## config.mk

```make
export PLATFORM = sky130hd
export DESIGN_NAME = fifo_read_drain
export DESIGN_NICKNAME = d
export VERILOG_FILES = /design/src/rtl/fifo_rd_pkg.sv /design/src/rtl/rd_skid_buf.sv /design/src/rtl/fifo_read_drain.sv
export SDC_FILE = /design/constraint.sdc
export NUM_CORES = 1
export LEC_CHECK = 0
export CAP_MARGIN = 20
export CORE_MARGIN = 2
export CORE_UTILIZATION = 30
export CTS_BUF_LIST = sky130_fd_sc_hd__clkbuf_2 sky130_fd_sc_hd__clkbuf_4 sky130_fd_sc_hd__clkbuf_8
export DETAILED_ROUTE_END_ITERATION = 8
export PLACE_DENSITY_LB_ADDON = 0.08
export SLEW_MARGIN = 15
export SYNTH_ARGS = -nofsm -noshare
export SYNTH_HDL_FRONTEND = slang
export SYNTH_SLANG_ARGS = --single-unit
```

## constraint.sdc

```tcl
create_clock -name rclk -period 2.5 [get_ports rclk]
set_input_delay 0.375 -clock rclk [delete_from_list [all_inputs] [get_ports rclk]]
set_output_delay 0.375 -clock rclk [all_outputs]
set_load 0.01 [all_outputs]
```

## src/rtl/fifo_rd_pkg.sv

```systemverilog
// Shared types and defaults for the FIFO read-side drain logic.
// The occupancy encoding equals the number of buffered words.
package fifo_rd_pkg;

  localparam int DATASIZE_DEF  = 8;
  localparam int CNT_WIDTH_DEF = 16;

  typedef enum logic [1:0] {
    RD_EMPTY = 2'd0,
    RD_ONE   = 2'd1,
    RD_TWO   = 2'd2
  } rd_state_e;

endpackage

```

## src/rtl/rd_skid_buf.sv

```systemverilog
// Two-entry head/skid buffer with its occupancy FSM.
// o_data is the head register; o_valid is registered alongside the state.
module rd_skid_buf
  import fifo_rd_pkg::*;
#(
  parameter int DATASIZE = DATASIZE_DEF
) (
  input  logic                i_clk,
  input  logic                i_rst,
  input  logic                i_push,
  input  logic [DATASIZE-1:0] i_push_data,
  input  logic                i_pop,
  input  logic                i_flush,
  output logic                o_valid,
  output logic [DATASIZE-1:0] o_data,
  output rd_state_e           o_state
);

  rd_state_e           r_state;
  logic                r_valid;
  logic [DATASIZE-1:0] r_head;
  logic [DATASIZE-1:0] r_skid;

  always_ff @(posedge i_clk) begin
    if (i_rst) begin
      r_state <= RD_EMPTY;
      r_valid <= 1'b0;
      r_head  <= '0;
      r_skid  <= '0;
    end else if (i_flush) begin
      // Popped words are dropped; the data registers keep stale contents.
      r_state <= RD_EMPTY;
      r_valid <= 1'b0;
    end else begin
      case (r_state)
        RD_EMPTY: begin
          if (i_push) begin
            r_head  <= i_push_data;
            r_state <= RD_ONE;
            r_valid <= 1'b1;
          end
        end
        RD_ONE: begin
          if (i_push && i_pop) begin
            r_head <= i_push_data;
          end else if (i_push) begin
            r_skid  <= i_push_data;
            r_state <= RD_TWO;
          end else if (i_pop) begin
            r_state <= RD_EMPTY;
            r_valid <= 1'b0;
          end
        end
        RD_TWO: begin
          if (i_pop) begin
            r_head  <= r_skid;
            r_state <= RD_ONE;
          end
        end
        default: begin
          r_state <= RD_EMPTY;
          r_valid <= 1'b0;
        end
      endcase
    end
  end

  assign o_valid = r_valid;
  assign o_data  = r_head;
  assign o_state = r_state;

endmodule

```

## src/rtl/fifo_read_drain.sv

```systemverilog
// Read-side FIFO consumer: pops first-word-fall-through data into a skid buffer.
// Define FIFO_RD_WORDCNT_EN to enable the saturating delivered-word counter.
module fifo_read_drain
  import fifo_rd_pkg::*;
#(
  parameter int DATASIZE  = DATASIZE_DEF,
  parameter int CNT_WIDTH = CNT_WIDTH_DEF
) (
  input  logic                 rclk,
  input  logic                 rreset,
  input  logic                 rempty,
  input  logic [DATASIZE-1:0]  rdata,
  output logic                 rinc,
  input  logic                 ren,
  input  logic                 flush,
  output logic                 out_valid,
  output logic [DATASIZE-1:0]  out_data,
  input  logic                 out_ready,
  output logic [CNT_WIDTH-1:0] rd_count
);

  rd_state_e w_state;
  logic      w_deliver;

  // Never pop into a full buffer unless flushing, and never while reset is held.
  assign rinc      = !rreset && !rempty && ((ren && (w_state != RD_TWO)) || flush);
  assign w_deliver = out_valid && out_ready;

  rd_skid_buf #(
    .DATASIZE(DATASIZE)
  ) u_skid (
    .i_clk      (rclk),
    .i_rst      (rreset),
    .i_push     (rinc),
    .i_push_data(rdata),
    .i_pop      (w_deliver),
    .i_flush    (flush),
    .o_valid    (out_valid),
    .o_data     (out_data),
    .o_state    (w_state)
  );

`ifdef FIFO_RD_WORDCNT_EN
  logic [CNT_WIDTH-1:0] r_rd_count;

  // A handshake during flush still counts; only reset clears the count.
  always_ff @(posedge rclk) begin
    if (rreset) begin
      r_rd_count <= '0;
    end else if (w_deliver && (r_rd_count != {CNT_WIDTH{1'b1}})) begin
      r_rd_count <= r_rd_count + 1'b1;
    end
  end

  assign rd_count = r_rd_count;
`else
  assign rd_count = '0;
`endif

endmodule

```

==> flow_metrics.env, run 1 <==
export IMPL_rsz0062_at_grt="false"
export IMPL_wl_per_cell_um=11.7
export IMPL_htree_levels=1
export IMPL_p_total_mw=0.570
export IMPL_areaGrowthSynthToFinish_pct=26.1
export IMPL_p_per_area_mw_per_mm2=443
export IMPL_setup_viol=0
export IMPL_hold_class="reg -> reg"
export IMPL_leakage_nw=0.575
export IMPL_synth_edf_count=0
export IMPL_finalWorstSetupSlack_ns=0.274
export IMPL_ys_seq_area_share_pct=37.3
export IMPL_crit_fanout=7
export IMPL_synthTopCellsByCount="dfxtp_1 (19), buf_4 (16), mux2i_1 (16)"
export IMPL_synthesis_area_mm2=0.00102
export IMPL_ys_async_sr_fraction_pct=0
export IMPL_syn_inst=107
export IMPL_core_area_mm2=0.00331
export IMPL_hold_ws_ns=0.505
export IMPL_drive_above_1_share_pct=12.8
export IMPL_grt_usage_pct=11.5
export IMPL_io_pins=40
export IMPL_antenna_found_initial=0
export IMPL_path_clk_slew_ns=0.10
export IMPL_slew_viol_final=0
export IMPL_period_share_pct=89.0
export IMPL_worst_path_buf_inv=1
export IMPL_peakVddDrop_v=0.000195
export IMPL_max_stage_delay_ns=0.59
export IMPL_required_ns=2.12
export IMPL_syn_area_per_cell_um2=9.53
export IMPL_worstRegToRegCells=4
export IMPL_end_kind="output pin"
export IMPL_outcome="complete, no violations"
export IMPL_clockBufferDepth=2
export IMPL_crit_chain="nand2b_1, a21oi_1, nor3_1, clkdlybuf4s50_1"
export IMPL_cap_violations=0
export IMPL_slowest_stage="clkdlybuf4s50_1"
export IMPL_yosys_area_top_type="dfxtp_1"
export IMPL_die_area_mm2=0.00388
export IMPL_synth_seq_cells=19
export IMPL_vias_per_cell=4.39
export IMPL_start_kind="flip-flop"
export IMPL_nets=148
export IMPL_die_y_um=62.3
export IMPL_dieWidth_um=62.3
export IMPL_tns_ns=0
export IMPL_num_rows=21
export IMPL_wirelength_um=2090
export IMPL_fill_cells=367
export IMPL_holdBufCountCts=0
export IMPL_synth_area_leaders="dfxtp_1 (37%), mux2i_1 (16%), buf_4 (12%)"
export IMPL_vias=786
export IMPL_grt_pass1_vias=744
export IMPL_tritoncts="done"
export IMPL_hold_path_depth=2
export IMPL_clock_latency_ns=0.29
export IMPL_clock_skew_ns=0.00270
export IMPL_synth_top_area_share_pct=37.3
export IMPL_drcViolationCount=0
export IMPL_cts_buffers=3
export IMPL_grt_max_degree=20
export IMPL_grt_pass1_wl_um=3480
export IMPL_critPathKind="reg -> out"
export IMPL_drtAntennaViolNets=0
export IMPL_synth_most_common_cell="dfxtp_1"
export IMPL_worst_path_stages=4
export IMPL_cts_resized=0
export IMPL_min_period_ns=2.23
export IMPL_antenna_cells=0
export IMPL_max_freq_mhz=449
export IMPL_clock_root_buffer="clkbuf_4"
export IMPL_drt_initial_drc_count=43
export IMPL_start_util_pct=30.8
export IMPL_drt_pass1_iter_count=3
export IMPL_clock_sinks=19
export IMPL_arrival_ns=1.85
export IMPL_cts_post_setup_buffers_inserted=0
export IMPL_place_ws_ns=0.240
export IMPL_synth_ff_type="dfxtp_1"
export IMPL_io_buffers=23
export IMPL_grt_ovfl_total=0
export IMPL_synth_distinct_cells=28
export IMPL_critical_path_top_delay_family="buffers and inverters"
export IMPL_ys_warn_count=0
export IMPL_hold_viol=0
export IMPL_gp_congestion=0.858
export IMPL_dp_hpwl_um=1510
==> placed cells by master (no fill, tap or decap), types with 2 or more instances in the layout <==
cell type / instances
mux2i_1: 16
nor3_1: 10
nor2_1: 10
buf_4: 6
clkbuf_4: 4
clkdlybuf4s50_1: 23
a211oi_2: 2
a21oi_1: 3
dfxtp_1: 19
conb_1: 16
nand4b_1: 2
nand2_1: 2
a211oi_1: 6
==> registers in the layout, summed over array words and instances (netlist names) <==
name,count
u_skid.r_skid,8
u_skid.o_data,8
u_skid.o_valid,1
u_skid.o_state,2
==> logic make-up after synthesis <==
family	count (synthesis)	share of synthesized area, %
DFF	19	37.3
other	1	0.368
muxes	16	15.7
AOI/OAI and AO/OA	17	14.0
and+or+nand+nor	31	17.3
buffers and inverters	23	15.3
==> layout make-up <==
type | count | area (µm²) | area share [%]
multi-input combinational | 80 | 539 | 41.9
sequential | 19 | 380 | 29.6
timing repair buffer | 29 | 275 | 21.4
tap | 46 | 57.6 | 4.47
clock buffer | 4 | 30.0 | 2.33
inverter | 1 | 3.75 | 0.292
==> worst min-delay path, delay by kind of cell (launching register included) <==
| family | cells | cell delay, ns |
|---|---|---|
| mux | 1 | 0.07 |
| flops | 1 | 0.34 |
| simple gates | 1 | 0.07 |
==> metal layers <==
layer  global-route usage, %  part of all wire, %  vias up  wire length (µm)
li1                        -                    -      404                 -
met1                    14.3                   45      359               941
met2                    18.5                   48       21              1000
met3                    2.90                  6.0        2               126
met4                    5.83                 0.67        0                14
met5                       0                    0        -                 0
==> worst paths after layout <==
| check | start | end | slack (ns) |
|---|---|---|---|
| worst min register to register | u_skid.r_skid[3] | u_skid.r_skid[3] | 0.51 |
| worst max-delay path | u_skid.o_state[0] | rinc | 0.27 |
| worst min-delay path | u_skid.r_skid[3] | u_skid.r_skid[3] | 0.51 |
| worst max register to register | u_skid.o_state[1] | u_skid.o_data[4] | 0.68 |
==> power breakdown <==
part | total (mW) | switching (mW) | internal, mW
Clock | 0.164 | 0.0909 | 0.0729
Sequential | 0.314 | 0.00521 | 0.309
Combinational | 0.0914 | 0.0458 | 0.0456
Total | 0.570 | 0.142 | 0.428
==> metrics by stage <==
step	cell area [µm²]	std cells	utilization [%]
floorplan	1080	122	-
global placement	1260	175	37.9
detailed placement	1260	175	37.9
CTS	1290	179	38.9
global route	1290	179	38.9
finish	1290	179	38.9
Power figures use the tool's default switching activity.
==> inputs of run 2 (changes only) <==
--- a/config.mk
+++ b/config.mk
@@ -11,6 +11,7 @@
 export CTS_BUF_LIST = sky130_fd_sc_hd__clkbuf_2 sky130_fd_sc_hd__clkbuf_4 sky130_fd_sc_hd__clkbuf_8
 export DETAILED_ROUTE_END_ITERATION = 8
 export PLACE_DENSITY_LB_ADDON = 0.08
+export RECOVER_POWER = 25
 export SLEW_MARGIN = 15
 export SYNTH_ARGS = -nofsm -noshare
 export SYNTH_HDL_FRONTEND = slang
==> run 2 against run 1 <==
Clock skew about the same. Die area unchanged. Core utilization shrank 0.11 points. Wire length about the same. Total power shrank 0.36%. Count of clock-buffer cells in the layout unchanged. Sequential share of layout area is 0.086 points higher.
==> flow_metrics.env, run 2 (synthesis results as in run 1) <==
export IMPL_start_kind="flip-flop"
export IMPL_grt_usage_pct=11.5
export IMPL_setup_viol=0
export IMPL_swShare_pct=25.0
export IMPL_io_pins=40
export IMPL_start_util_pct=30.8
export IMPL_cts_buffers=3
export IMPL_grt_ovfl_total=0
export IMPL_die_y_um=62.3
export IMPL_dieWidth_um=62.3
export IMPL_worst_pin_slew_ns=0.964
export IMPL_vias_per_cell=4.40
export IMPL_dp_hpwl_um=1510
export IMPL_max_freq_mhz=449
export IMPL_r2r_end="u_skid.o_data[4]"
export IMPL_crit_fanout=7
export IMPL_pwr_share_clk_pct=28.9
export IMPL_timing_rr_start="u_skid.o_state[1]"
export IMPL_antenna_cells=0
export IMPL_slew_viol_final=0
export IMPL_placedCellCount=175
export IMPL_p_sw_mw=0.142
export IMPL_leakage_nw=0.591
export IMPL_vias=787
export IMPL_peakVddDrop_v=0.000195
export IMPL_drt_pass1_iter_count=3
export IMPL_fill_cells=368
export IMPL_min_period_ns=2.23
export IMPL_areaGrowthSynthToFinish_pct=25.8
export IMPL_final_common_cell="dfxtp_1"
export IMPL_rsz0062_at_grt="false"
export IMPL_grt_max_degree=20
export IMPL_drcViolationCount=0
export IMPL_clockBufferDepth=2
export IMPL_seqPwrFrac_pct=55.4
export IMPL_die_area_mm2=0.00388
export IMPL_arrival_ns=1.85
export IMPL_critPathKind="reg -> out"
export IMPL_hold_viol=0
export IMPL_cap_violations=0
export IMPL_finalWorstSetupSlack_ns=0.274
export IMPL_regArea_um2=380
export IMPL_relSlewSlack_pct=35.7
export IMPL_end_kind="output pin"
export IMPL_tritoncts="done"
export IMPL_clock_root_buffer="clkbuf_4"
export IMPL_htree_levels=1
export IMPL_required_ns=2.12
export IMPL_place_ws_ns=0.240
export IMPL_num_rows=21
export IMPL_holdBufCountCts=0
export IMPL_final_cell_count_no_fill=179
export IMPL_hold_end="u_skid.r_skid[3]"
export IMPL_final_cell_mix="dfxtp_1 (19), clkdlybuf4s50_1 (17), mux2i_1 (16), conb_1 (16)"
export IMPL_cts_resized=0
export IMPL_multi_input_area_um2=539
export IMPL_clock_skew_ns=0.00249
export IMPL_grt_pass1_wl_um=3480
export IMPL_wirelength_um=2090
export IMPL_nets=148
export IMPL_tns_ns=0
export IMPL_hold_class="reg -> reg"
export IMPL_r2r_slack_ns=0.65
export IMPL_drive_above_1_share_pct=12.0
export IMPL_clock_sinks=19
export IMPL_cts_post_setup_buffers_inserted=0
export IMPL_worstRegToRegCells=4
export IMPL_path_clk_slew_ns=0.10
export IMPL_comb_power_share_pct=15.7
export IMPL_drtAntennaViolNets=0
export IMPL_io_buffers=23
export IMPL_antenna_found_initial=0
export IMPL_clock_latency_ns=0.29
export IMPL_grt_pass1_vias=744
export IMPL_core_area_mm2=0.00331
export IMPL_worstHoldStart="u_skid.r_skid[3]"
export IMPL_wl_per_cell_um=11.7
export IMPL_outcome="complete, no violations"
export IMPL_gp_congestion=0.858
export IMPL_period_share_pct=89.0
export IMPL_power_internal_mw=0.426
export IMPL_hold_path_depth=2
export IMPL_drt_initial_drc_count=43
export IMPL_p_per_area_mw_per_mm2=443
## run 2: cell types whose count changed in the layout (fill, tap and decap cells not counted)
cell,delta
clkdlybuf4s50_1,-6
dlygate4sd3_1,+6
buf_4,-1
clkbuf_1,+1
## run 2: worst max-delay path by stage
stage | startpoint | endpoint | slack (ns) | depth (start not counted)
floorplan | rreset | u_skid.o_data[1] | 0.74 | 5
global route | rreset | u_skid.r_skid[5] | 0.14 | 7
CTS | u_skid.o_state[0] | rinc | 0.26 | 4
global placement | ren | u_skid.o_data[1] | 0.27 | 5
finish | u_skid.o_state[0] | rinc | 0.27 | 4
detailed placement | rreset | u_skid.o_data[3] | 0.24 | 5
## run 2: cell type report
cell class	count	area share, %
multi-input cells	80	42.0
flip-flops and latches	19	29.7
repair buffers	29	21.2
well taps	46	4.49
clock buffers	4	2.34
inverters	1	0.293
## run 2: per-layer routing
layer	track usage, %	wire length, µm	vias to the layer above
met5	0	0	-
met4	5.83	14	0
met3	2.90	126	2
met2	18.5	1000	21
met1	14.3	940	360
li1	-	-	404
## run 2: power groups by stage
stage	combinational, mW	sequential [mW]	clock (mW)
after floorplan	0.0634	0.323	0
after global placement	0.0906	0.321	0
after detailed placement	0.0910	0.321	0
after CTS	0.0914	0.314	0.173
after global routing	0.0980	0.316	0.190
final	0.0894	0.314	0.164
## run 2: critical path: stages, from the launching register on
cell,delay [ns]
dfxtp_1,0.48
nand2b_1,0.17
a21oi_1,0.07
nor3_1,0.25
clkdlybuf4s50_1,0.59
## run 2: per-stage QoR
stage,cell area (µm²),power (mW),utilization (%),hold WS [ns]
CTS,1290,0.579,38.9,0.513
floorplan,1080,0.386,-,0.463
global placement,1260,0.412,37.9,0.475
finish,1280,0.568,38.7,0.505
global route,1280,0.603,38.7,0.547
detailed placement,1260,0.412,37.9,0.487
==> inputs of run 3 (changes only) <==
--- a/config.mk
+++ b/config.mk
@@ -6,10 +6,12 @@
 export NUM_CORES = 1
 export LEC_CHECK = 0
 export CAP_MARGIN = 20
+export CORE_ASPECT_RATIO = 0.75
 export CORE_MARGIN = 2
-export CORE_UTILIZATION = 30
+export CORE_UTILIZATION = 33
 export CTS_BUF_LIST = sky130_fd_sc_hd__clkbuf_2 sky130_fd_sc_hd__clkbuf_4 sky130_fd_sc_hd__clkbuf_8
 export DETAILED_ROUTE_END_ITERATION = 8
+export GPL_ROUTABILITY_DRIVEN = 0
 export PLACE_DENSITY_LB_ADDON = 0.08
 export RECOVER_POWER = 25
 export SLEW_MARGIN = 15
==> run 3 against run 2 <==
Critical path depth increased by 3. Wire length is 0.91% lower. Die area decreased by 8.4%. Flip-flop and latch count stayed put. Sequential power barely moved. Count of clock-buffer cells in the layout did not move. Register-to-register slack better by 0.02 ns. Sequential share of layout area is 0.37 points lower. Cell count is 3.9% lower. Worst setup slack got worse by 0.022 ns.
==> flow_metrics.env, run 3 (synthesis results as in run 1) <==
export IMPL_clock_skew_ns=0.00441
export IMPL_holdBufCountCts=0
export IMPL_final_cell_count_no_fill=172
export IMPL_placedCellCount=168
export IMPL_dp_hpwl_um=1560
export IMPL_drive_above_1_share_pct=12.7
export IMPL_relSlewSlack_pct=39.3
export IMPL_clock_sinks=19
export IMPL_grt_max_degree=20
export IMPL_path_clk_slew_ns=0.06
export IMPL_final_cell_mix="dfxtp_1 (19), clkdlybuf4s50_1 (17), mux2i_1 (16), conb_1 (16)"
export IMPL_period_share_pct=89.9
export IMPL_io_pins=40
export IMPL_die_y_um=52.1
export IMPL_cts_buffers=3
export IMPL_max_freq_mhz=445
export IMPL_dieWidth_um=68.2
export IMPL_p_per_area_mw_per_mm2=481
export IMPL_drcViolationCount=0
export IMPL_die_area_mm2=0.00356
export IMPL_vias_per_cell=4.69
export IMPL_slew_viol_final=0
export IMPL_grt_pass1_vias=700
export IMPL_final_common_cell="dfxtp_1"
export IMPL_cap_violations=0
export IMPL_critPathKind="in -> reg"
export IMPL_max_stage_delay_ns=0.70
export IMPL_cts_resized=0
export IMPL_areaGrowthSynthToFinish_pct=27.4
export IMPL_drtAntennaViolNets=0
export IMPL_antenna_found_initial=0
export IMPL_nets=149
export IMPL_setup_viol=0
export IMPL_cts_post_setup_buffers_inserted=0
export IMPL_clock_latency_ns=0.25
export IMPL_grt_ovfl_total=0
export IMPL_end_kind="flip-flop"
export IMPL_worst_path_buf_inv=3
export IMPL_grt_pass1_wl_um=3270
export IMPL_crit_fanout=19
export IMPL_tritoncts="done"
export IMPL_hold_ws_ns=0.497
export IMPL_crit_chain="clkdlybuf4s50_1, clkbuf_1, nor3_1, nand4b_1, buf_4, mux2i_1, nor2_1"
export IMPL_arrival_ns=2.35
export IMPL_hold_viol=0
export IMPL_min_period_ns=2.25
export IMPL_worst_pin_slew_ns=0.910
export IMPL_critical_path_top_delay_family="buffers and inverters"
export IMPL_clockBufferDepth=2
export IMPL_core_area_mm2=0.00294
export IMPL_drt_pass1_iter_count=4
export IMPL_vias=807
export IMPL_grt_usage_pct=12.6
export IMPL_io_buffers=23
export IMPL_wl_per_cell_um=12.0
export IMPL_p_total_mw=0.624
export IMPL_wirelength_um=2070
export IMPL_slowest_stage="clkbuf_1"
export IMPL_peakVddDrop_v=0.000293
export IMPL_htree_levels=1
export IMPL_rsz0062_at_grt="false"
export IMPL_required_ns=2.61
export IMPL_leakage_nw=0.603
export IMPL_drt_initial_drc_count=42
export IMPL_start_util_pct=34.7
export IMPL_start_kind="primary input"
export IMPL_outcome="complete, no violations"
export IMPL_clock_root_buffer="clkbuf_8"
export IMPL_hold_class="reg -> reg"
export IMPL_tns_ns=0
export IMPL_num_rows=17
export IMPL_antenna_cells=0
-- run 3: final timing paths --
check	start	to	slack (ns)	cells past startpoint
setup / recovery	rreset	u_skid.r_skid[0]	0.25	7
hold / removal	u_skid.r_skid[3]	u_skid.r_skid[3]	0.50	2
setup reg to reg	u_skid.o_state[1]	u_skid.o_data[0]	0.67	4
hold reg to reg	u_skid.r_skid[3]	u_skid.r_skid[3]	0.50	2
-- run 3: tightest hold or removal path, stage by stage, from the launching register on --
cell and delay (ns):
dfxtp_1 0.33, mux2i_1 0.07, nor2_1 0.07
-- run 3: routing by layer --
metal | wire length (µm) | global-route usage [%] | share of wire [%] | up-vias
li1 | - | - | - | 403
met1 | 932 | 17.0 | 45 | 372
met2 | 984 | 19.3 | 48 | 30
met3 | 135 | 3.90 | 6.5 | 2
met4 | 14 | 4.00 | 0.68 | 0
met5 | 0 | 0 | 0 | -
-- run 3: through the flow --
stage / util (%) / cell area, µm² / worst slack (ns)
floorplan: - / 1080 / 0.738
global placement: 42.7 / 1250 / 0.277
detailed placement: 42.7 / 1250 / 0.224
CTS: 44.4 / 1300 / 0.350
global route: 44.2 / 1300 / 0.148
finish: 44.2 / 1300 / 0.252
-- run 3: final cells by class --
type / count / area, µm²
Tap cell: 38 / 47.5
Fill cell: 309 / 1640
Sequential cell: 19 / 380
Timing Repair Buffer: 30 / 279
Multi-Input combinational cell: 80 / 539
Inverter: 1 / 3.75
Clock buffer: 4 / 48.8
-- run 3: where the power goes --
| group | internal, mW | switching [mW] |
|---|---|---|
| clock network | 0.124 | 0.0961 |
| logic | 0.0437 | 0.0462 |
| registers | 0.309 | 0.00490 |
| total | 0.477 | 0.147 |
